===== config.mk =====
export PLATFORM = sky130hd
export DESIGN_NAME = imem_loader
export DESIGN_NICKNAME = d
export VERILOG_FILES = /design/src/rtl/imem_loader.sv
export SDC_FILE = /design/constraint.sdc
export NUM_CORES = 1
export LEC_CHECK = 0
export BUFFER_PORTS_ARGS = -buffer_cell sky130_fd_sc_hd__buf_2
export CORE_UTILIZATION = 64
export CTS_CLUSTER_SIZE = 24
export DETAILED_ROUTE_END_ITERATION = 8
export GPL_ROUTABILITY_DRIVEN = 0
export GPL_TIMING_DRIVEN = 1
export PLACE_DENSITY = 0.91
export SLEW_MARGIN = 40
export SYNTH_ARGS = -nofsm -noshare
export SYNTH_HDL_FRONTEND = slang
export SYNTH_SLANG_ARGS = --single-unit

===== constraint.sdc =====
create_clock -name clk -period 4.4 [get_ports clk]
set_input_delay 0.66 -clock clk [delete_from_list [all_inputs] [get_ports clk]]
set_output_delay 0.66 -clock clk [all_outputs]
set_load 0.03 [all_outputs]

===== src/rtl/imem_loader.sv =====
// Boot loader for the instruction memory: parses a framed byte stream, writes
// little-endian words from address 0 and releases the core once the checksum matches.
module imem_loader #(
    parameter int ADDR_W  = 10,
    parameter int TIMEOUT = 1000000
) (
    input  logic              clk,
    input  logic              rst,
    input  logic              byte_vld,
    input  logic [7:0]        byte_data,
    output logic              wr_en,
    output logic [ADDR_W-1:0] wr_addr,
    output logic [31:0]       wr_data,
    output logic              core_rst,
    output logic              busy,
    output logic              done,
    output logic              err
);

    localparam logic [2:0] S_IDLE = 3'd0;
    localparam logic [2:0] S_LEN0 = 3'd1;
    localparam logic [2:0] S_LEN1 = 3'd2;
    localparam logic [2:0] S_DATA = 3'd3;
    localparam logic [2:0] S_CHK  = 3'd4;
    localparam logic [2:0] S_DONE = 3'd5;
    localparam logic [2:0] S_ERR  = 3'd6;

    localparam int TMR_W = $clog2(TIMEOUT + 1);
    localparam logic [16:0] MAX_WORDS = 17'(1) << ADDR_W;
    localparam logic [7:0]  SYNC = 8'hA5;

    logic [2:0]       state, state_nxt;
    logic [15:0]      len;
    logic [16:0]      word_cnt;
    logic [1:0]       byte_idx;
    logic [7:0]       sum;
    logic [23:0]      word_lo;
    logic [TMR_W-1:0] tmr;
    logic             in_frame;
    logic             timeout_hit;
    logic [15:0]      len_in;

    assign in_frame    = (state == S_LEN0) || (state == S_LEN1) ||
                         (state == S_DATA) || (state == S_CHK);
    // The counter is cleared by any accepted byte, so expiry only counts silent cycles.
    assign timeout_hit = in_frame && !byte_vld && (tmr == TMR_W'(TIMEOUT - 1));
    assign len_in      = {byte_data, len[7:0]};

    always_comb begin
        state_nxt = state;
        case (state)
            S_IDLE: if (byte_vld && byte_data == SYNC) state_nxt = S_LEN0;
            S_LEN0: if (byte_vld) state_nxt = S_LEN1;
            S_LEN1: begin
                if (byte_vld) begin
                    if ({1'b0, len_in} > MAX_WORDS) state_nxt = S_ERR;
                    else if (len_in == 16'd0)       state_nxt = S_CHK;
                    else                            state_nxt = S_DATA;
                end
            end
            S_DATA: begin
                if (byte_vld && byte_idx == 2'd3 && (word_cnt + 17'd1) == {1'b0, len})
                    state_nxt = S_CHK;
            end
            S_CHK: if (byte_vld) state_nxt = (byte_data == sum) ? S_DONE : S_ERR;
            S_DONE, S_ERR: if (byte_vld && byte_data == SYNC) state_nxt = S_LEN0;
            default: state_nxt = S_IDLE;
        endcase
        if (timeout_hit) state_nxt = S_ERR;
    end

    always_ff @(posedge clk) begin
        if (rst) begin
            state    <= S_IDLE;
            len      <= '0;
            word_cnt <= '0;
            byte_idx <= '0;
            sum      <= '0;
            word_lo  <= '0;
            tmr      <= '0;
            wr_en    <= 1'b0;
            wr_addr  <= '0;
            wr_data  <= '0;
            core_rst <= 1'b1;
            busy     <= 1'b0;
            done     <= 1'b0;
            err      <= 1'b0;
        end else begin
            state    <= state_nxt;
            wr_en    <= 1'b0;
            busy     <= (state_nxt == S_LEN0) || (state_nxt == S_LEN1) ||
                        (state_nxt == S_DATA) || (state_nxt == S_CHK);
            done     <= (state_nxt == S_DONE);
            err      <= (state_nxt == S_ERR);
            core_rst <= (state_nxt != S_DONE);

            if (in_frame && !byte_vld) tmr <= tmr + 1'b1;
            else                       tmr <= '0;

            case (state)
                S_LEN0: if (byte_vld) len[7:0] <= byte_data;
                S_LEN1: begin
                    if (byte_vld) begin
                        len[15:8] <= byte_data;
                        word_cnt  <= '0;
                        byte_idx  <= '0;
                        sum       <= '0;
                    end
                end
                S_DATA: begin
                    if (byte_vld) begin
                        sum      <= sum + byte_data;
                        byte_idx <= byte_idx + 2'd1;
                        case (byte_idx)
                            2'd0: word_lo[7:0]   <= byte_data;
                            2'd1: word_lo[15:8]  <= byte_data;
                            2'd2: word_lo[23:16] <= byte_data;
                            default: begin
                                wr_en    <= 1'b1;
                                wr_addr  <= word_cnt[ADDR_W-1:0];
                                wr_data  <= {byte_data, word_lo};
                                word_cnt <= word_cnt + 17'd1;
                            end
                        endcase
                    end
                end
                default: ;
            endcase
        end
    end

endmodule

==> summary.md, run 1 <==
| Metric | Value |
|---|---|
| End of the worst register-to-register path | `err$_SDFF_PP0_` |
| Worst reg-to-reg path cell count | `9` |
| Horizontal die dimension | `101 um` |
| Post-synthesis area per instance | `7.93 sq um` |
| Largest area contributor in the synthesized netlist | `sky130_fd_sc_hd__dfxtp_1` |
| RSZ-0062 raised after global routing | `false` |
| Die extent in y | `101 um` |
| Quantity of gates resized following cts | `0` |
| Number of buffers added to fix hold violations after cts | `0` |
| DRT iter0 DRCs | `541` |
| Synth warnings | `0` |
| Clock latency on the worst-skew pair | `0.53 ns` |
| Worst reg-to-reg setup slack | `1.56 ns` |
| Share of the synthesized area in the top cell type | `43.7%` |
| Max-Slew Margin vs Limit | `47.7%` |
| Cell types occupying the most area after synthesis | `sky130_fd_sc_hd__dfxtp_1, sky130_fd_sc_hd__nand2_1, sky130_fd_sc_hd__a21oi_1, sky130_fd_sc_hd__nand3_1, sky130_fd_sc_hd__xnor2_1` |
| Clock tree from TritonCTS | `built` |
| First-pass GRT wire length | `27100 um` |
| Number of nets in the synthesized netlist | `818` |
| Cell with the biggest individual delay on the critical path | `sky130_fd_sc_hd__dfxtp_1` |
| Crit-path max FO | `8` |
| Die ar. | `0.0102 sq mm` |
| Routed wirelength normalized by instance count | `17.2 um` |
| Post-synth EDFFs | `0` |
| Required time reported for the critical path endpoint | `4.84 ns` |
| Total grt overflow | `0` |
| Final Skew | `0.00842 ns` |
| Vias after detailed routing | `6043` |
| Worst r2r src | `word_cnt[0]$_SDFFE_PP0P_` |
| Min Clock Period, post-route | `2.84 ns` |
| Ratio of cells with drive above 1 in the final layout | `13.4%` |
| Number of distinct library cells after synthesis | `63` |
| Critical Path Max Stage Delay | `0.48 ns` |
| Result of the run | `finished clean` |
| Top FF cell, synth | `sky130_fd_sc_hd__dfxtp_1` |
| Final Routed Wirelength | `16500 um` |
| Worst voltage drop across the vdd grid | `0.385 mV` |
| Setup bufs post-CTS | `0` |
| Maximum operating frequency | `0.352 GHz` |
| Clock edge transition at the registers on the reported setup and hold paths | `0.07 ns` |
| Number of cells produced by synthesis | `792` |
| Tightest hold margin | `0.453 ns` |
| Leakage power figure | `2.61 nW` |
| Synthesized cell area | `0.00628 sq mm` |
| Final ANT Viol Nets | `0` |
| TritonCTS Buffers | `17` |
| Worst setup path endpoint | `err$_SDFF_PP0_` |
| Number of failing setup endpoints in the final timing report | `0` |
| Clock Tree Buf Depth | `2` |
| Synth-to-layout area growth | `13.9%` |
| Power Total | `2.98 mW` |
| Number of register bits inferred by synthesis | `137` |
| Final clock period utilization by the worst path | `64.6%` |
| Final Net Count | `846` |
| Worst setup SP type | `flop` |
| Number of failing hold endpoints at the final stage | `0` |
| CTS Root Cell | `sky130_fd_sc_hd__clkbuf_8` |
| Setup TNS | `0 ns` |
| FILL cells | `645` |
| Via count of the first global-routing pass | `5752` |
| Deepest level of the CTS H-tree | `4` |
| Clk sink count | `137` |
| Routed via count divided by cell count | `6.28` |
| Number of core rows | `35` |
| Crit-path cells | `ha_1 -> nand3_1 -> or3_1 -> a211o_1 -> a31oi_1 -> nand4_1 -> nor3_2 -> inv_1 -> a211oi_2` |
| Pin count of the biggest net entering global routing | `77` |
| Max-capacitance violation count | `0` |
| Initial antenna violation count | `0` |
| Initial Util | `67.0%` |
| Crit path arrival time | `3.28 ns` |
| PD cells | `417 mW/mm^2` |
| Core region area | `0.00937 sq mm` |
| Worst Tran Pin Value | `0.784 ns` |
| DRC violations left | `0` |
| Proportion of register bits with asynchronous set or reset after synthesis | `0%` |
| Endpoint class of the critical path | `flop` |
| GRT Overall Usage | `33.6%` |
| Fraction of the yosys area taken by sequential cells | `43.7%` |
| Placed wire-length estimate | `10500 um` |
| First element of the critical path | `word_cnt[0]$_SDFFE_PP0P_` |
| Number of inserted diodes | `0` |
| Port Buffer Count | `57` |
| Crit Path Category | `flop to flop` |
| Boundary pin count | `58` |
| DR pass1 iterations | `6` |
| Hold Crit Class | `flop to flop` |
| Slew Limit Fails | `0` |
critical path: cells and delay by family, from the launching register on:
family,cells,cell delay (ns)
compound gates,3,0.73
fa+ha+maj,1,0.31
buf+inv,1,0.11
flops,1,0.48
simple gates,4,1.12
worst min path at each step:
| stage | from | end | slack (ns) | cells after the start |
|---|---|---|---|---|
| detailed placement | wr_data[23]$_SDFFE_PP0P_ | wr_data[23]$_SDFFE_PP0P_ | 0.45 | 2 |
| floorplan | tmr[0]$_SDFF_PP0_ | tmr[0]$_SDFF_PP0_ | 0.42 | 1 |
| CTS | word_lo[5]$_SDFFE_PP0P_ | wr_data[5]$_SDFFE_PP0P_ | 0.46 | 2 |
| finish | word_lo[11]$_SDFFE_PP0P_ | wr_data[11]$_SDFFE_PP0P_ | 0.45 | 2 |
| global placement | tmr[0]$_SDFF_PP0_ | tmr[0]$_SDFF_PP0_ | 0.43 | 1 |
| global route | word_lo[5]$_SDFFE_PP0P_ | word_lo[5]$_SDFFE_PP0P_ | 0.47 | 2 |
layout by cell type, fill, tap and decap left out, types with 3 or more instances in the layout:
cell type	netlist	layout
sky130_fd_sc_hd__buf_4	4	4
sky130_fd_sc_hd__ha_1	14	14
sky130_fd_sc_hd__nor4b_1	3	3
sky130_fd_sc_hd__xor2_1	18	18
sky130_fd_sc_hd__nand3_1	51	51
sky130_fd_sc_hd__bufinv_16	0	3
sky130_fd_sc_hd__inv_6	0	4
sky130_fd_sc_hd__nor3_1	6	6
sky130_fd_sc_hd__o21ai_1	3	3
sky130_fd_sc_hd__a21oi_1	103	103
sky130_fd_sc_hd__xnor2_1	27	27
sky130_fd_sc_hd__or3_1	7	7
sky130_fd_sc_hd__a211oi_1	3	3
sky130_fd_sc_hd__or4_1	3	3
sky130_fd_sc_hd__inv_1	5	5
sky130_fd_sc_hd__clkbuf_16	0	16
sky130_fd_sc_hd__o21ai_0	28	28
sky130_fd_sc_hd__inv_2	3	3
sky130_fd_sc_hd__nor2b_1	4	4
sky130_fd_sc_hd__nor4_1	6	6
sky130_fd_sc_hd__o31ai_1	6	6
sky130_fd_sc_hd__clkinv_4	0	4
sky130_fd_sc_hd__dfxtp_1	137	137
sky130_fd_sc_hd__a31oi_1	8	8
sky130_fd_sc_hd__nand2b_1	6	6
sky130_fd_sc_hd__a21o_1	5	5
sky130_fd_sc_hd__and3_1	9	9
sky130_fd_sc_hd__nand2_1	189	189
sky130_fd_sc_hd__nand4_1	10	10
sky130_fd_sc_hd__buf_2	7	57
sky130_fd_sc_hd__nor2_1	46	45
sky130_fd_sc_hd__and4_1	4	4
logic make-up (layout without fill, tap and decap cells):
| family | after synthesis | in the layout | synth area share [%] |
|---|---|---|---|
| compound gates | 175 | 175 | 16.2 |
| xor+xnor | 45 | 45 | 6.27 |
| fa+ha+maj | 16 | 16 | 3.27 |
| buf+inv | 60 | 101 | 4.00 |
| flops | 137 | 137 | 43.7 |
| mux | 1 | 1 | 0.159 |
| simple gates | 358 | 358 | 26.4 |
routing by layer:
metal,part of all wire (%),GRT usage [%],vias up
met5,0,0,-
met4,3.8,18.5,0
met2,49,56.4,352
li1,-,-,2776
met1,39,40.1,2842
met3,8.0,6.73,73
synth_stat cells (3+ instances only):
| library cell | number |
|---|---|
| sky130_fd_sc_hd__ha_1 | 14 |
| sky130_fd_sc_hd__nor4_1 | 6 |
| sky130_fd_sc_hd__inv_2 | 3 |
| sky130_fd_sc_hd__a31oi_1 | 8 |
| sky130_fd_sc_hd__nor4b_1 | 3 |
| sky130_fd_sc_hd__nand3_1 | 51 |
| sky130_fd_sc_hd__o21ai_1 | 3 |
| sky130_fd_sc_hd__nor2_1 | 46 |
| sky130_fd_sc_hd__inv_1 | 5 |
| sky130_fd_sc_hd__o21ai_0 | 28 |
| sky130_fd_sc_hd__or3_1 | 7 |
| sky130_fd_sc_hd__a21oi_1 | 103 |
| sky130_fd_sc_hd__or4_1 | 3 |
| sky130_fd_sc_hd__a21o_1 | 5 |
| sky130_fd_sc_hd__a211oi_1 | 3 |
| sky130_fd_sc_hd__nand4_1 | 10 |
| sky130_fd_sc_hd__xor2_1 | 18 |
| sky130_fd_sc_hd__buf_4 | 4 |
| sky130_fd_sc_hd__and3_1 | 9 |
| sky130_fd_sc_hd__dfxtp_1 | 137 |
| sky130_fd_sc_hd__and4_1 | 4 |
| sky130_fd_sc_hd__nand2_1 | 189 |
| sky130_fd_sc_hd__nor2b_1 | 4 |
| sky130_fd_sc_hd__nand2b_1 | 6 |
| sky130_fd_sc_hd__o31ai_1 | 6 |
| sky130_fd_sc_hd__xnor2_1 | 27 |
| sky130_fd_sc_hd__buf_2 | 7 |
| sky130_fd_sc_hd__clkbuf_1 | 39 |
| sky130_fd_sc_hd__nor3_1 | 6 |
layout make-up:
class | count | area, sq um | share of cell area, %
clock buffer | 18 | 428 | 5.98
clock inverter | 14 | 186 | 2.61
inverter | 8 | 30.0 | 0.420
multi-input combinational | 595 | 3290 | 46.0
sequential | 137 | 2740 | 38.3
tap | 129 | 161 | 2.26
timing repair buffer | 61 | 315 | 4.41
per-stage QoR:
stage	instance area [sq um]	std cells	worst slack, ns	utilization [%]
after floorplan	6280	792	1.91	-
after global placement	6540	930	1.65	69.8
after detailed placement	6540	930	1.48	69.8
after CTS	7150	962	1.63	76.3
after global routing	7150	962	1.35	76.3
final	7150	962	1.56	76.3
flip-flops by register name (all words and copies together), names as in the netlist:
| signal | flops |
|---|---|
| done | 1 |
| tmr | 20 |
| wr_addr | 10 |
| core_rst | 1 |
| word_cnt | 17 |
| len | 16 |
| wr_data | 32 |
| busy | 1 |
| err | 1 |
| sum | 8 |
| byte_idx | 2 |
| state | 3 |
| wr_en | 1 |
| word_lo | 24 |
power by group:
group | internal [mW] | switching (mW) | leakage [nW]
clock | 0.893 | 0.588 | 0.295
sequential | 1.26 | 0.0178 | 1.10
combinational | 0.0716 | 0.152 | 1.21
total | 2.22 | 0.758 | 2.61
Note: power is estimated with default switching activity, not from simulation.
==> run 2: changes to the inputs <==
--- a/config.mk
+++ b/config.mk
@@ -5,13 +5,14 @@
 export SDC_FILE = /design/constraint.sdc
 export NUM_CORES = 1
 export LEC_CHECK = 0
+export ABC_AREA = 1
 export BUFFER_PORTS_ARGS = -buffer_cell sky130_fd_sc_hd__buf_2
-export CORE_UTILIZATION = 64
+export CORE_UTILIZATION = 59
 export CTS_CLUSTER_SIZE = 24
 export DETAILED_ROUTE_END_ITERATION = 8
 export GPL_ROUTABILITY_DRIVEN = 0
 export GPL_TIMING_DRIVEN = 1
-export PLACE_DENSITY = 0.91
+export PLACE_DENSITY = 0.85
 export SLEW_MARGIN = 40
 export SYNTH_ARGS = -nofsm -noshare
 export SYNTH_HDL_FRONTEND = slang
==> constraint.sdc (replaced) <==
create_clock -name clk -period 2.68 [get_ports clk]
set_input_delay 0.402 -clock clk [delete_from_list [all_inputs] [get_ports clk]]
set_output_delay 0.402 -clock clk [all_outputs]
set_load 0.03 [all_outputs]
==> run 2 against run 1 <==
Clock-buffer cell count shrank 1. Global-route usage shrank 5.3 points. Die area grew 8.2%. Via count shrank 1.3%. Setup slack lost 1.2 ns. Cell area grew 1.6%.
==> summary.md, run 2 <==
| Metric | Value |
|---|---|
| Horizontal die dimension | `105 um` |
| Tightest hold margin | `0.235 ns` |
| GR met1 Demand/Resource | `35.8%` |
| Most common cell after layout, fill and taps aside | `sky130_fd_sc_hd__nor2_1` |
| Number of failing hold endpoints at the final stage | `0` |
| Final Skew | `0.00739 ns` |
| Final ANT Viol Nets | `0` |
| Register with the most flip-flops | `wr_data` |
| Number of failing setup endpoints in the final timing report | `0` |
| Number of core rows | `37` |
| Final clock period utilization by the worst path | `87.5%` |
| Post-synthesis area per instance | `7.31 sq um` |
| Crit-path max FO | `5` |
| Setup TNS | `0 ns` |
| Max-capacitance violation count | `0` |
| Deepest level of the CTS H-tree | `4` |
| Share of the synthesized area in the top cell type | `43.7%` |
| Clock latency on the worst-skew pair | `0.52 ns` |
| Port Buffer Count | `57` |
| Largest area contributor in the synthesized netlist | `sky130_fd_sc_hd__dfxtp_1` |
| Slew Limit Fails | `0` |
| Maximum operating frequency | `0.426 GHz` |
| Met2 Track Usage GR | `46.5%` |
| Number of register bits inferred by synthesis | `137` |
| Number of distinct library cells after synthesis | `47` |
| Final Routed Wirelength | `15000 um` |
| Synth warnings | `0` |
| Crit path arrival time | `2.77 ns` |
| Max-Slew Margin vs Limit | `45.2%` |
| Pin count of the biggest net entering global routing | `55` |
| Top FF cell, synth | `sky130_fd_sc_hd__dfxtp_1` |
| Clock Tree Buf Depth | `2` |
| Hold path startpoint | `rst` |
| Leakage power figure | `3.14 nW` |
| Synthesized cell area | `0.00628 sq mm` |
| Initial antenna violation count | `0` |
| Number of inserted diodes | `0` |
| Core region area | `0.0103 sq mm` |
| Hold Crit Class | `input port to flop` |
| Most frequent cells after synthesis | `sky130_fd_sc_hd__nor2_1, sky130_fd_sc_hd__dfxtp_1, sky130_fd_sc_hd__nand2_1` |
| Setup bufs post-CTS | `0` |
| First element of the critical path | `word_cnt[1]$_SDFFE_PP0P_` |
| Total grt overflow | `0` |
| Boundary pin count | `58` |
| Ratio of cells with drive above 1 in the final layout | `14.3%` |
| Most Used Layer, Global Route | `met2` |
| GRT Overall Usage | `28.3%` |
| Worst Tran Pin Value | `0.819 ns` |
| DRT iter0 DRCs | `464` |
| Worst voltage drop across the vdd grid | `0.522 mV` |
| Die ar. | `0.0111 sq mm` |
| Routed via count divided by cell count | `5.62` |
| Switching power of the nets | `1.33 mW` |
| Clock tree from TritonCTS | `built` |
| Initial Util | `60.8%` |
| CTS Root Cell | `sky130_fd_sc_hd__clkbuf_8` |
| Die extent in y | `105 um` |
| PD cells | `651 mW/mm^2` |
| Proportion of register bits with asynchronous set or reset after synthesis | `0%` |
| Clock power frac | `48.1%` |
| Via count of the first global-routing pass | `5388` |
| TritonCTS Buffers | `17` |
| Cell types occupying the most area after synthesis | `sky130_fd_sc_hd__dfxtp_1, sky130_fd_sc_hd__nor2_1, sky130_fd_sc_hd__nand2_1, sky130_fd_sc_hd__o21ai_0, sky130_fd_sc_hd__a21oi_1` |
| Post-synth EDFFs | `0` |
| Largest registers | `wr_data (32), word_lo (24), tmr (20)` |
| Worst setup SP type | `flop` |
| Number of buffers added to fix hold violations after cts | `0` |
| Worst r2r src | `word_cnt[1]$_SDFFE_PP0P_` |
| Clk sink count | `137` |
| Final Net Count | `938` |
| Result of the run | `finished clean` |
| Number of nets in the synthesized netlist | `885` |
| Fraction of the yosys area taken by sequential cells | `43.7%` |
| Part of the total power dissipated in combinational logic | `7.7%` |
| Internal Power | `3.40 mW` |
| First-pass GRT wire length | `25100 um` |
| DRC violations left | `0` |
| Number of cells produced by synthesis | `859` |
| Seq pwr share | `44.3%` |
| Quantity of gates resized following cts | `0` |
| GRT met3 Usage | `6.67%` |
| Min Clock Period, post-route | `2.35 ns` |
| Synth-to-layout area growth | `15.7%` |
| Crit Path Category | `flop to flop` |
| Clock edge transition at the registers on the reported setup and hold paths | `0.07 ns` |
| Vias after detailed routing | `5966` |
| Routed wirelength normalized by instance count | `14.1 um` |
| RSZ-0062 raised after global routing | `false` |
| Endpoint class of the critical path | `flop` |
| Commonest non-fill, non-tap cells in the layout | `sky130_fd_sc_hd__nor2_1, sky130_fd_sc_hd__dfxtp_1, sky130_fd_sc_hd__nand2_1` |
| DR pass1 iterations | `6` |
| Most frequently used cell type in the post-synthesis netlist | `sky130_fd_sc_hd__nor2_1` |
| Placed wire-length estimate | `10100 um` |
| Switching Fraction | `28.1%` |
| Required time reported for the critical path endpoint | `3.10 ns` |
| Flip-flop count of the largest register, all copies and words added | `32` |
-- run 2: layout make-up --
| cell class | count | area (sq um) |
|---|---|---|
| flip-flops and latches | 137 | 2740 |
| clock inverters | 15 | 176 |
| multi-input cells | 608 | 3090 |
| inverters | 83 | 312 |
| fillers | 823 | 3060 |
| repair buffers | 65 | 358 |
| clock buffers | 17 | 414 |
| well taps | 136 | 170 |
-- run 2: final timing paths --
check                                      endpoint  slack [ns]  cells after the start
worst max register to register  core_rst$_SDFF_PP1_        0.33                     14
worst max-delay path            core_rst$_SDFF_PP1_        0.33                     14
worst min register to register    tmr[0]$_SDFF_PP0_        0.45                      1
worst min-delay path            state[0]$_SDFF_PP0_        0.23                      2
-- run 2: kinds of logic (layout without fill, tap and decap cells) --
group	after synthesis	after routing	share of synthesized area [%]
AO/OA/AOI/OAI	186	186	16.2
XOR/XNOR	9	9	1.49
adder cells (fa/ha/maj)	15	15	3.11
buffers and inverters	114	180	7.04
flip-flops	137	137	43.7
AND/OR/NAND/NOR	398	398	28.5
-- run 2: routing by layer --
metal / vias up / wire length [um]
li1: 2975 / -
met1: 2743 / 6500
met2: 208 / 7090
met3: 40 / 984
met4: 0 / 442
met5: - / 0
-- run 2: critical path, stage by stage, from the launching register on --
cell,delay (ns)
sky130_fd_sc_hd__dfxtp_1,0.40
sky130_fd_sc_hd__ha_1,0.24
sky130_fd_sc_hd__nand3_1,0.15
sky130_fd_sc_hd__nor2_1,0.25
sky130_fd_sc_hd__nand4_1,0.15
sky130_fd_sc_hd__nand3_1,0.12
sky130_fd_sc_hd__nand2_1,0.05
sky130_fd_sc_hd__nor2_1,0.10
sky130_fd_sc_hd__nand2_1,0.09
sky130_fd_sc_hd__nor2_2,0.13
sky130_fd_sc_hd__nand3_1,0.16
sky130_fd_sc_hd__nand4_2,0.14
sky130_fd_sc_hd__nand2_1,0.09
sky130_fd_sc_hd__nor2_2,0.13
sky130_fd_sc_hd__inv_2,0.03
-- run 2: per-stage QoR --
| stage | instance area [sq um] | std cells | util [%] | power (mW) | setup WS [ns] |
|---|---|---|---|---|---|
| floorplan | 6280 | 859 | - | 2.40 | 0.640 |
| global placement | 6680 | 1029 | 64.7 | 2.48 | 0.443 |
| detailed placement | 6680 | 1029 | 64.7 | 2.49 | 0.368 |
| CTS | 7270 | 1061 | 70.4 | 4.75 | 0.354 |
| global route | 7270 | 1061 | 70.4 | 4.89 | 0.140 |
| finish | 7270 | 1061 | 70.4 | 4.73 | 0.334 |
-- run 2: power groups by stage --
stage | logic, mW | registers [mW] | clock network (mW)
2_1_floorplan | 0.256 | 2.14 | 0
3_3_place_gp | 0.345 | 2.14 | 0
3_5_place_dp | 0.351 | 2.14 | 0
4_1_cts | 0.359 | 2.09 | 2.30
5_1_grt | 0.403 | 2.10 | 2.39
6_report | 0.364 | 2.09 | 2.27
